## config.mk

```make
export PLATFORM = sky130hd
export DESIGN_NAME = usb_speed_autodetect_flat
export DESIGN_NICKNAME = d
export VERILOG_FILES = /design/src/rtl/usb_speed_autodetect_pkg.sv /design/src/rtl/usb_speed_autodetect_if.sv /design/src/rtl/usb_speed_autodetect_chirp.sv /design/src/rtl/usb_speed_autodetect.sv /design/src/flat_wrapper.sv
export SDC_FILE = /design/constraint.sdc
export NUM_CORES = 1
export LEC_CHECK = 0
export CAP_MARGIN = 20
export CORE_MARGIN = 2
export CORE_UTILIZATION = 40
export CTS_CLUSTER_DIAMETER = 100
export DETAILED_ROUTE_END_ITERATION = 8
export SKIP_LAST_GASP = 1
export SYNTH_ARGS = -nofsm -noshare
export SYNTH_HDL_FRONTEND = slang
export SYNTH_SLANG_ARGS = --single-unit
```

## constraint.sdc

```tcl
create_clock -name fe_clk -period 4.8 [get_ports fe_clk]
set_input_delay 0.96 -clock fe_clk [delete_from_list [all_inputs] [get_ports fe_clk]]
set_output_delay 0.96 -clock fe_clk [all_outputs]
set_load 0.03 [all_outputs]
```

## src/rtl/usb_speed_autodetect_pkg.sv

```systemverilog
// Shared types and constants for the USB speed auto-detect sequencer.
package usb_speed_autodetect_pkg;

  // Speed codes shared with the USB register block. AUTO is never driven
  // on O_speed; it only exists so the register block can request detection.
  localparam logic [1:0] USB_SPEED_AUTO = 2'd0;
  localparam logic [1:0] USB_SPEED_LS   = 2'd1;
  localparam logic [1:0] USB_SPEED_FS   = 2'd2;
  localparam logic [1:0] USB_SPEED_HS   = 2'd3;

  // UTMI linestate encodings (full-speed signalling view).
  localparam logic [1:0] LINE_SE0 = 2'b00;
  localparam logic [1:0] LINE_J   = 2'b01;
  localparam logic [1:0] LINE_K   = 2'b10;
  localparam logic [1:0] LINE_SE1 = 2'b11;

  typedef enum logic [2:0] {
    ST_IDLE,
    ST_SETTLE,
    ST_SAMPLE,
    ST_CHIRP,
    ST_DONE
  } state_t;

  // Transceiver setting for a detected speed, packed as {xcvrsel, termsel}.
  function automatic logic [2:0] speed_xcvr(input logic [1:0] spd);
    logic [2:0] r;
    case (spd)
      USB_SPEED_HS: r = 3'b00_0;
      USB_SPEED_LS: r = 3'b10_1;
      default:      r = 3'b01_1;
    endcase
    return r;
  endfunction

endpackage

```

## src/rtl/usb_speed_autodetect_if.sv

```systemverilog
// Register-block side signal bundle of the speed auto-detect sequencer.
interface usb_speed_autodetect_if #(
  parameter int pUSB_AUTO_COUNTER_WIDTH = 24
);
  logic                               I_restart;
  logic [pUSB_AUTO_COUNTER_WIDTH-1:0] I_wait1;
  logic [pUSB_AUTO_COUNTER_WIDTH-1:0] I_wait2;
  logic [1:0]                         I_xcvrsel_default;
  logic                               I_termsel_default;
  logic [1:0]                         I_linestate;
  logic [1:0]                         O_speed;
  logic [1:0]                         O_xcvrsel;
  logic                               O_termsel;
  logic                               O_busy;
  logic                               O_done;

  modport master (
    output I_restart, I_wait1, I_wait2, I_xcvrsel_default, I_termsel_default, I_linestate,
    input  O_speed, O_xcvrsel, O_termsel, O_busy, O_done
  );

  modport slave (
    input  I_restart, I_wait1, I_wait2, I_xcvrsel_default, I_termsel_default, I_linestate,
    output O_speed, O_xcvrsel, O_termsel, O_busy, O_done
  );
endinterface

```

## src/rtl/usb_speed_autodetect_chirp.sv

```systemverilog
// High-speed chirp qualifier: measures K/J run lengths and counts
// alternating qualified chirps (first one K) until enough are seen.
module usb_chirp_detect
  import usb_speed_autodetect_pkg::*;
#(
  parameter int pCHIRP_MIN   = 1500,
  parameter int pCHIRP_COUNT = 6
) (
  input  logic       fe_clk,
  input  logic       reset_n,
  input  logic       clr,
  input  logic       en,
  input  logic [1:0] linestate,
  output logic       hs_detect
);

  localparam int RW = $clog2(pCHIRP_MIN + 1);
  localparam int CW = $clog2(pCHIRP_COUNT + 1);
  localparam logic [RW-1:0] RUN_LAST = RW'(pCHIRP_MIN - 1);
  localparam logic [RW-1:0] RUN_SAT  = RW'(pCHIRP_MIN);
  localparam logic [CW-1:0] CNT_LAST = CW'(pCHIRP_COUNT - 1);

  logic [RW-1:0] run_cnt;
  logic [RW-1:0] run_idx;
  logic [1:0]    prev_ls;
  logic [1:0]    last_sym;
  logic          have_last;
  logic [CW-1:0] chirp_cnt;
  logic          is_kj;
  logic          qualify;
  logic          accept;

  // Position of the current cycle within its run; saturating so a long run qualifies once.
  always_comb begin
    run_idx = '0;
    if (linestate == prev_ls) begin
      run_idx = (run_cnt >= RUN_SAT) ? RUN_SAT : run_cnt + RW'(1);
    end
    is_kj     = (linestate == LINE_K) || (linestate == LINE_J);
    qualify   = en && is_kj && (run_idx == RUN_LAST);
    accept    = qualify && (have_last ? (linestate != last_sym) : (linestate == LINE_K));
    hs_detect = accept && (chirp_cnt == CNT_LAST);
  end

  // Run-length and alternation state; cleared whenever the sequencer is not listening.
  always_ff @(posedge fe_clk) begin
    if (!reset_n) begin
      run_cnt   <= '0;
      prev_ls   <= LINE_SE0;
      last_sym  <= LINE_SE0;
      have_last <= 1'b0;
      chirp_cnt <= '0;
    end else if (clr) begin
      run_cnt   <= '0;
      prev_ls   <= linestate;
      last_sym  <= LINE_SE0;
      have_last <= 1'b0;
      chirp_cnt <= '0;
    end else if (en) begin
      run_cnt <= run_idx;
      prev_ls <= linestate;
      if (accept) begin
        chirp_cnt <= chirp_cnt + CW'(1);
        last_sym  <= linestate;
        have_last <= 1'b1;
      end
    end
  end

endmodule

```

## src/rtl/usb_speed_autodetect.sv

```systemverilog
// Speed auto-detect sequencer: settle, sample linestate, optionally listen
// for an HS chirp, then report the speed and drive the matching transceiver mode.
module usb_speed_autodetect
  import usb_speed_autodetect_pkg::*;
#(
  parameter int pUSB_AUTO_COUNTER_WIDTH = 24,
  parameter int pCHIRP_MIN              = 1500,
  parameter int pCHIRP_COUNT            = 6
) (
  input  logic                   fe_clk,
  input  logic                   reset_n,
  usb_speed_autodetect_if.slave  bus
);

  localparam int W = pUSB_AUTO_COUNTER_WIDTH;

  state_t       state;
  state_t       state_nxt;
  logic [W-1:0] timer;
  logic [W-1:0] wait1_m1;
  logic [W-1:0] wait2_m1;
  logic         timer_clr;
  logic         set_speed;
  logic [1:0]   speed_nxt;
  logic [1:0]   speed_r;
  logic         busy_r;
  logic         done_r;
  logic         chirp_clr;
  logic         chirp_en;
  logic         chirp_hs;
  logic [2:0]   speed_mode;

  // A zero wait behaves like a one-cycle wait.
  assign wait1_m1 = (bus.I_wait1 == '0) ? '0 : bus.I_wait1 - W'(1);
  assign wait2_m1 = (bus.I_wait2 == '0) ? '0 : bus.I_wait2 - W'(1);

  assign chirp_en  = (state == ST_CHIRP) && !bus.I_restart;
  assign chirp_clr = bus.I_restart || (state != ST_CHIRP);

  usb_chirp_detect #(
    .pCHIRP_MIN   (pCHIRP_MIN),
    .pCHIRP_COUNT (pCHIRP_COUNT)
  ) u_chirp (
    .fe_clk    (fe_clk),
    .reset_n   (reset_n),
    .clr       (chirp_clr),
    .en        (chirp_en),
    .linestate (bus.I_linestate),
    .hs_detect (chirp_hs)
  );

  // State register.
  always_ff @(posedge fe_clk) begin
    if (!reset_n) state <= ST_IDLE;
    else          state <= state_nxt;
  end

  // Next-state and decision logic; a restart overrides any same-cycle decision.
  always_comb begin
    state_nxt = state;
    timer_clr = 1'b0;
    set_speed = 1'b0;
    speed_nxt = speed_r;
    if (bus.I_restart) begin
      state_nxt = ST_SETTLE;
      timer_clr = 1'b1;
    end else begin
      case (state)
        ST_SETTLE: if (timer >= wait1_m1) state_nxt = ST_SAMPLE;
        ST_SAMPLE: begin
          timer_clr = 1'b1;
          case (bus.I_linestate)
            LINE_J:  state_nxt = ST_CHIRP;
            LINE_K: begin
              state_nxt = ST_DONE;
              set_speed = 1'b1;
              speed_nxt = USB_SPEED_LS;
            end
            default: state_nxt = ST_SETTLE;
          endcase
        end
        ST_CHIRP: begin
          if (chirp_hs) begin
            state_nxt = ST_DONE;
            set_speed = 1'b1;
            speed_nxt = USB_SPEED_HS;
          end else if (timer >= wait2_m1) begin
            state_nxt = ST_DONE;
            set_speed = 1'b1;
            speed_nxt = USB_SPEED_FS;
          end
        end
        default: state_nxt = state;
      endcase
    end
  end

  // Shared settle/listen timer, saturating at all-ones.
  always_ff @(posedge fe_clk) begin
    if (!reset_n) begin
      timer <= '0;
    end else if (timer_clr) begin
      timer <= '0;
    end else if (((state == ST_SETTLE) || (state == ST_CHIRP)) && (timer != '1)) begin
      timer <= timer + W'(1);
    end
  end

  // Registered status outputs; speed only changes when a new result is decided.
  always_ff @(posedge fe_clk) begin
    if (!reset_n) begin
      speed_r <= USB_SPEED_FS;
      busy_r  <= 1'b0;
      done_r  <= 1'b0;
    end else begin
      if (set_speed) speed_r <= speed_nxt;
      busy_r <= (state == ST_SETTLE) || (state == ST_SAMPLE) || (state == ST_CHIRP);
      done_r <= !bus.I_restart && (state == ST_DONE);
    end
  end

  assign speed_mode    = speed_xcvr(speed_r);
  assign bus.O_speed   = speed_r;
  assign bus.O_busy    = busy_r;
  assign bus.O_done    = done_r;
  assign bus.O_xcvrsel = done_r ? speed_mode[2:1] : bus.I_xcvrsel_default;
  assign bus.O_termsel = done_r ? speed_mode[0]   : bus.I_termsel_default;

endmodule

```

## src/flat_wrapper.sv

```systemverilog
// flat-port wrapper written by rule: the top's interface ports become plain ports
module usb_speed_autodetect_flat import usb_speed_autodetect_pkg::*;
#(
  parameter int pUSB_AUTO_COUNTER_WIDTH = 24,
  parameter int pCHIRP_MIN              = 1500,
  parameter int pCHIRP_COUNT            = 6
)
  (fe_clk, reset_n, bus_I_restart, bus_I_wait1, bus_I_wait2, bus_I_xcvrsel_default, bus_I_termsel_default, bus_I_linestate, bus_O_speed, bus_O_xcvrsel, bus_O_termsel, bus_O_busy, bus_O_done);
  usb_speed_autodetect_if #(.pUSB_AUTO_COUNTER_WIDTH(pUSB_AUTO_COUNTER_WIDTH)) bus_i ();
  input  logic fe_clk;
  input  logic reset_n;
  input wire logic [$bits(bus_i.I_restart)-1:0] bus_I_restart;
  input wire logic [$bits(bus_i.I_wait1)-1:0] bus_I_wait1;
  input wire logic [$bits(bus_i.I_wait2)-1:0] bus_I_wait2;
  input wire logic [$bits(bus_i.I_xcvrsel_default)-1:0] bus_I_xcvrsel_default;
  input wire logic [$bits(bus_i.I_termsel_default)-1:0] bus_I_termsel_default;
  input wire logic [$bits(bus_i.I_linestate)-1:0] bus_I_linestate;
  output wire logic [$bits(bus_i.O_speed)-1:0] bus_O_speed;
  output wire logic [$bits(bus_i.O_xcvrsel)-1:0] bus_O_xcvrsel;
  output wire logic [$bits(bus_i.O_termsel)-1:0] bus_O_termsel;
  output wire logic [$bits(bus_i.O_busy)-1:0] bus_O_busy;
  output wire logic [$bits(bus_i.O_done)-1:0] bus_O_done;
  assign bus_i.I_restart = bus_I_restart;
  assign bus_i.I_wait1 = bus_I_wait1;
  assign bus_i.I_wait2 = bus_I_wait2;
  assign bus_i.I_xcvrsel_default = bus_I_xcvrsel_default;
  assign bus_i.I_termsel_default = bus_I_termsel_default;
  assign bus_i.I_linestate = bus_I_linestate;
  assign bus_O_speed = bus_i.O_speed;
  assign bus_O_xcvrsel = bus_i.O_xcvrsel;
  assign bus_O_termsel = bus_i.O_termsel;
  assign bus_O_busy = bus_i.O_busy;
  assign bus_O_done = bus_i.O_done;
  usb_speed_autodetect #(.pUSB_AUTO_COUNTER_WIDTH(pUSB_AUTO_COUNTER_WIDTH), .pCHIRP_MIN(pCHIRP_MIN), .pCHIRP_COUNT(pCHIRP_COUNT)) u_core (.fe_clk(fe_clk), .reset_n(reset_n), .bus(bus_i));
endmodule
```

==> results.py <==
metrics = {
    "yosys": {
        "synth.most_common_cell": "sky130_fd_sc_hd__nand2_1",
        "synth.mux.area_fraction": 0.0132,
        "synth-warning-count": 0,
        "biggest_area_contributors_in_the_synthesized_netlist": "sky130_fd_sc_hd__dfxtp_1, sky130_fd_sc_hd__ha_1, sky130_fd_sc_hd__xor2_1",
        "post_synth_edffs": 0,
        "xor_and_xnor_fraction_of_the_mapped_netlist_area": 0.140,
        "synth_seq_cells": 50,
        "post_synth_and_or_nand_nor_area_fraction": 0.317,
        "ys_types": 57,
        "yosys.area.top_type_share": 0.220,
        "synthesis.nets": 700,
        "postSynthCellCount": 585,
        "yosys.area_share.adder": 0.162,
        "syn-cell-area_um2": 4560,
        "netlist_top_cells_count": "sky130_fd_sc_hd__nand2_1, sky130_fd_sc_hd__nor2_1, sky130_fd_sc_hd__ha_1",
        "synth.yosys.seq_area_share": 0.220,
        "synth_area_leader_cell": "sky130_fd_sc_hd__dfxtp_1",
        "synth_async_sr_flop_share": 0,
        "synth_top_family_by_area": "simple AND/OR/NAND/NOR gates",
        "synthesis.area_per_instance_um2": 7.79,
        "synth_top_flop_cell": "sky130_fd_sc_hd__dfxtp_1",
        "synth-compound-area-share": 0.125,
    },
    "critical_path": {
        "critical_path_required_ns": 4.99,
        "path_common_cell": "sky130_fd_sc_hd__a21oi_1",
        "critical_path.slowest_cell": "sky130_fd_sc_hd__clkdlybuf4s50_1",
        "worstSetupPathType": "input port to register",
        "max_stage_delay_ns": 0.44,
        "worst-path-buf-inv": 2,
        "worstSetupStartpointType": "input port",
        "critical_path_depth": 15,
        "timing.critical_path.cells": "clkdlybuf4s50_1 > nor4_1 > nand2b_1 > nor4bb_1 > nand3_1 > nand2_1 > ha_1 > a211oi_1 > nor2_1 > a2111oi_1 > a21oi_1 > nor4b_2 > buf_4 > a21oi_1 > o31a_2",
        "worstSetupEndpointType": "register",
        "critPathMaxFanout": 9,
        "critical_path_arrival_ns": 4.67,
        "cp_top_family": "simple AND/OR/NAND/NOR gates",
        "worst-r2r-cell-count": 9,
    },
    "sta": {
        "finalWorstPathRequiredPeriod_ns": 4.49,
        "final.setup.worst_slack_ns": 0.315,
        "finalHoldViolCount": 0,
        "timing.fmax_mhz": 223,
        "worst_clock_skew_ns": 0.00852,
        "final.period_utilization": 0.934,
        "tightestPinTransition_ns": 0.955,
        "number_of_failing_setup_endpoints_in_the_final_timing_report": 0,
        "timing.max_slew.rel_slack": 0.363,
        "max_slew_violation_total_from_the_final_report": 0,
    },
    "finish": {
        "fin_nets": 782,
        "layout.core_utilization": 0.518,
        "final_design_area_no_fill_um2": 5690,
        "drive_gt1_frac": 0.0793,
        "nFillCells": 1067,
        "areaGrowthSynthToFinish_pct": 24.8,
        "n_antenna_cell": 0,
    },
    "hold_path": {
        "hold_path_depth": 2,
        "hp_class": "register to register",
    },
    "power": {
        "power.ir.vdd_worst_uv": 132,
        "total_leakage_power_nw": 2.37,
        "fin_total_pwr_mw": 1.01,
        "power_density_nw_per_um2": 178,
    },
    "clock_network": {
        "clock_sinks": 50,
        "tritoncts_clock_tree": "yes",
        "cts_root_buf": "sky130_fd_sc_hd__clkbuf_16",
        "ctsHtreeMaxLevel": 2,
        "cts.hold.buffers_added": 0,
        "clock_latency_ns": 0.30,
        "cts_max_path_buffers": 2,
        "postCtsSetupRepairBufs": 0,
        "cts-buffers-inserted": 5,
        "cts.reportedPaths.clkPinSlew_ns": 0.07,
    },
    "die": {
        "core_region_area_um2": 11000,
        "dieHeight_um": 111,
        "boundaryPins": 63,
        "die_w_um": 111,
        "die_area_um2": 12300,
        "rows": 38,
        "initial_standard_cell_utilization_of_the_core": 0.415,
    },
    "global_routing": {
        "use_met2": 0.288,
        "grt_pass1_wl_mm": 18.8,
        "grt_start_max_net_pins": 25,
        "global_route.usage.total": 0.177,
        "globalRouteMet1Util": 0.248,
        "grt-busiest-layer": "met2",
        "antenna_found_initial": 0,
        "grt.overflow.total": 0,
        "first_global_vias": 4058,
        "groute.layer.met3.usage": 0.0224,
    },
    "placed_design": {
        "post-dp-hpwl_mm": 8.73,
        "globalplace.congestion": 0.870,
        "dp_slack_ns": -0.116,
        "port-buffer-count": 62,
        "place_area_um2": 5490,
    },
    "routing": {
        "drtPass1Iterations": 4,
        "routed_wl_per_cell_um": 13.4,
        "detailroute.via_count": 4260,
        "ant_nets": 0,
        "via_per_inst": 5.27,
        "totalWireLength_mm": 10.8,
        "drc": 0,
        "drt_iter0_markers": 221,
    },
    "job": {
        "number_of_max_capacitance_violations_reported": 0,
    },
    "status": {
        "run_status": "complete, no violations",
    },
}
==> cell usage in the layout (no fill, tap or decap), drive strengths merged, types with 11 or more instances in the layout <==
cell type | Yosys | routed
a21oi | 30 | 30
buf | 4 | 23
clkdlybuf4s50 | 0 | 62
dfxtp | 50 | 50
ha | 59 | 59
inv | 17 | 18
nand2 | 77 | 77
nand3 | 26 | 26
nand4 | 13 | 13
nor2 | 75 | 75
nor3 | 24 | 24
nor4 | 11 | 11
o21ai | 14 | 14
or3 | 11 | 11
xnor2 | 29 | 29
xor2 | 44 | 44
==> power breakdown <==
group	switching, mW	internal (mW)
Sequential	0.00283	0.417
Combinational	0.0826	0.0895
Clock	0.159	0.262
==> layer usage <==
layer,up-vias,share of wire
met2,75,0.43
met5,-,0
met1,1920,0.52
met4,0,0.010
met3,5,0.035
li1,2260,-
==> worst paths after layout <==
| path | end | slack, ns | start |
|---|---|---|---|
| setup / recovery | u_core.bus.O_speed[1]$_SDFFE_PN1P_ | 0.31 | bus_I_wait2[13] |
| hold / removal | u_core.u_chirp.have_last$_SDFFE_PP0P_ | 0.51 | u_core.u_chirp.have_last$_SDFFE_PP0P_ |
| setup reg to reg | u_core.bus.O_speed[1]$_SDFFE_PN1P_ | 2.30 | u_core.timer[14]$_SDFFE_PP0P_ |
| hold reg to reg | u_core.u_chirp.have_last$_SDFFE_PP0P_ | 0.51 | u_core.u_chirp.have_last$_SDFFE_PP0P_ |
==> worst register-to-register path, cell delays in order (launching register included) <==
cell,delay [ns]
sky130_fd_sc_hd__dfxtp_1,0.46
sky130_fd_sc_hd__ha_1,0.31
sky130_fd_sc_hd__a21oi_1,0.16
sky130_fd_sc_hd__nand2_1,0.06
sky130_fd_sc_hd__a2111oi_1,0.38
sky130_fd_sc_hd__a21oi_1,0.15
sky130_fd_sc_hd__nor4b_2,0.32
sky130_fd_sc_hd__buf_4,0.19
sky130_fd_sc_hd__a21oi_1,0.06
sky130_fd_sc_hd__o31a_2,0.29
==> stage by stage <==
step	hold WS, ns	TNS [ns]	instances
floorplan	0.460	0	585
global placement	0.493	-0.0410	800
detailed placement	0.499	-0.171	800
CTS	0.513	0	808
global route	0.526	-0.0656	808
finish	0.511	0	808
==> sequential cells by signal, indices dropped and copies added, names as in the netlist <==
register                  cells
u_core.bus.O_done             1
u_core.u_chirp.run_cnt       11
u_core.u_chirp.chirp_cnt      3
u_core.u_chirp.prev_ls        2
u_core.u_chirp.last_sym       2
u_core.bus.O_busy             1
u_core.timer                 24
u_core.bus.O_speed            2
u_core.state                  3
u_core.u_chirp.have_last      1
==> layout make-up <==
type | count | area (um2) | share of cell area
Tap cell | 140 | 175 | 0.0308
Clock inverter | 2 | 38.8 | 0.00682
Clock buffer | 6 | 139 | 0.0244
Inverter | 17 | 63.8 | 0.0112
Sequential cell | 50 | 1000 | 0.176
Multi-Input combinational cell | 508 | 3480 | 0.611
Timing Repair Buffer | 85 | 793 | 0.139
==> cells by family (layout without fill, tap and decap cells) <==
logic type	Yosys count	after routing
mux	6	6
simple gates	283	283
buf+inv	27	110
flops	50	50
fa+ha+maj	59	59
xor+xnor	73	73
compound gates	87	87
==> repair_timing <==
item,CTS,global route
hold endpoints to repair,0,0
endpoints found under the setup margin,0,5
resized for setup,0,6
Power figures use the tool's default switching activity.
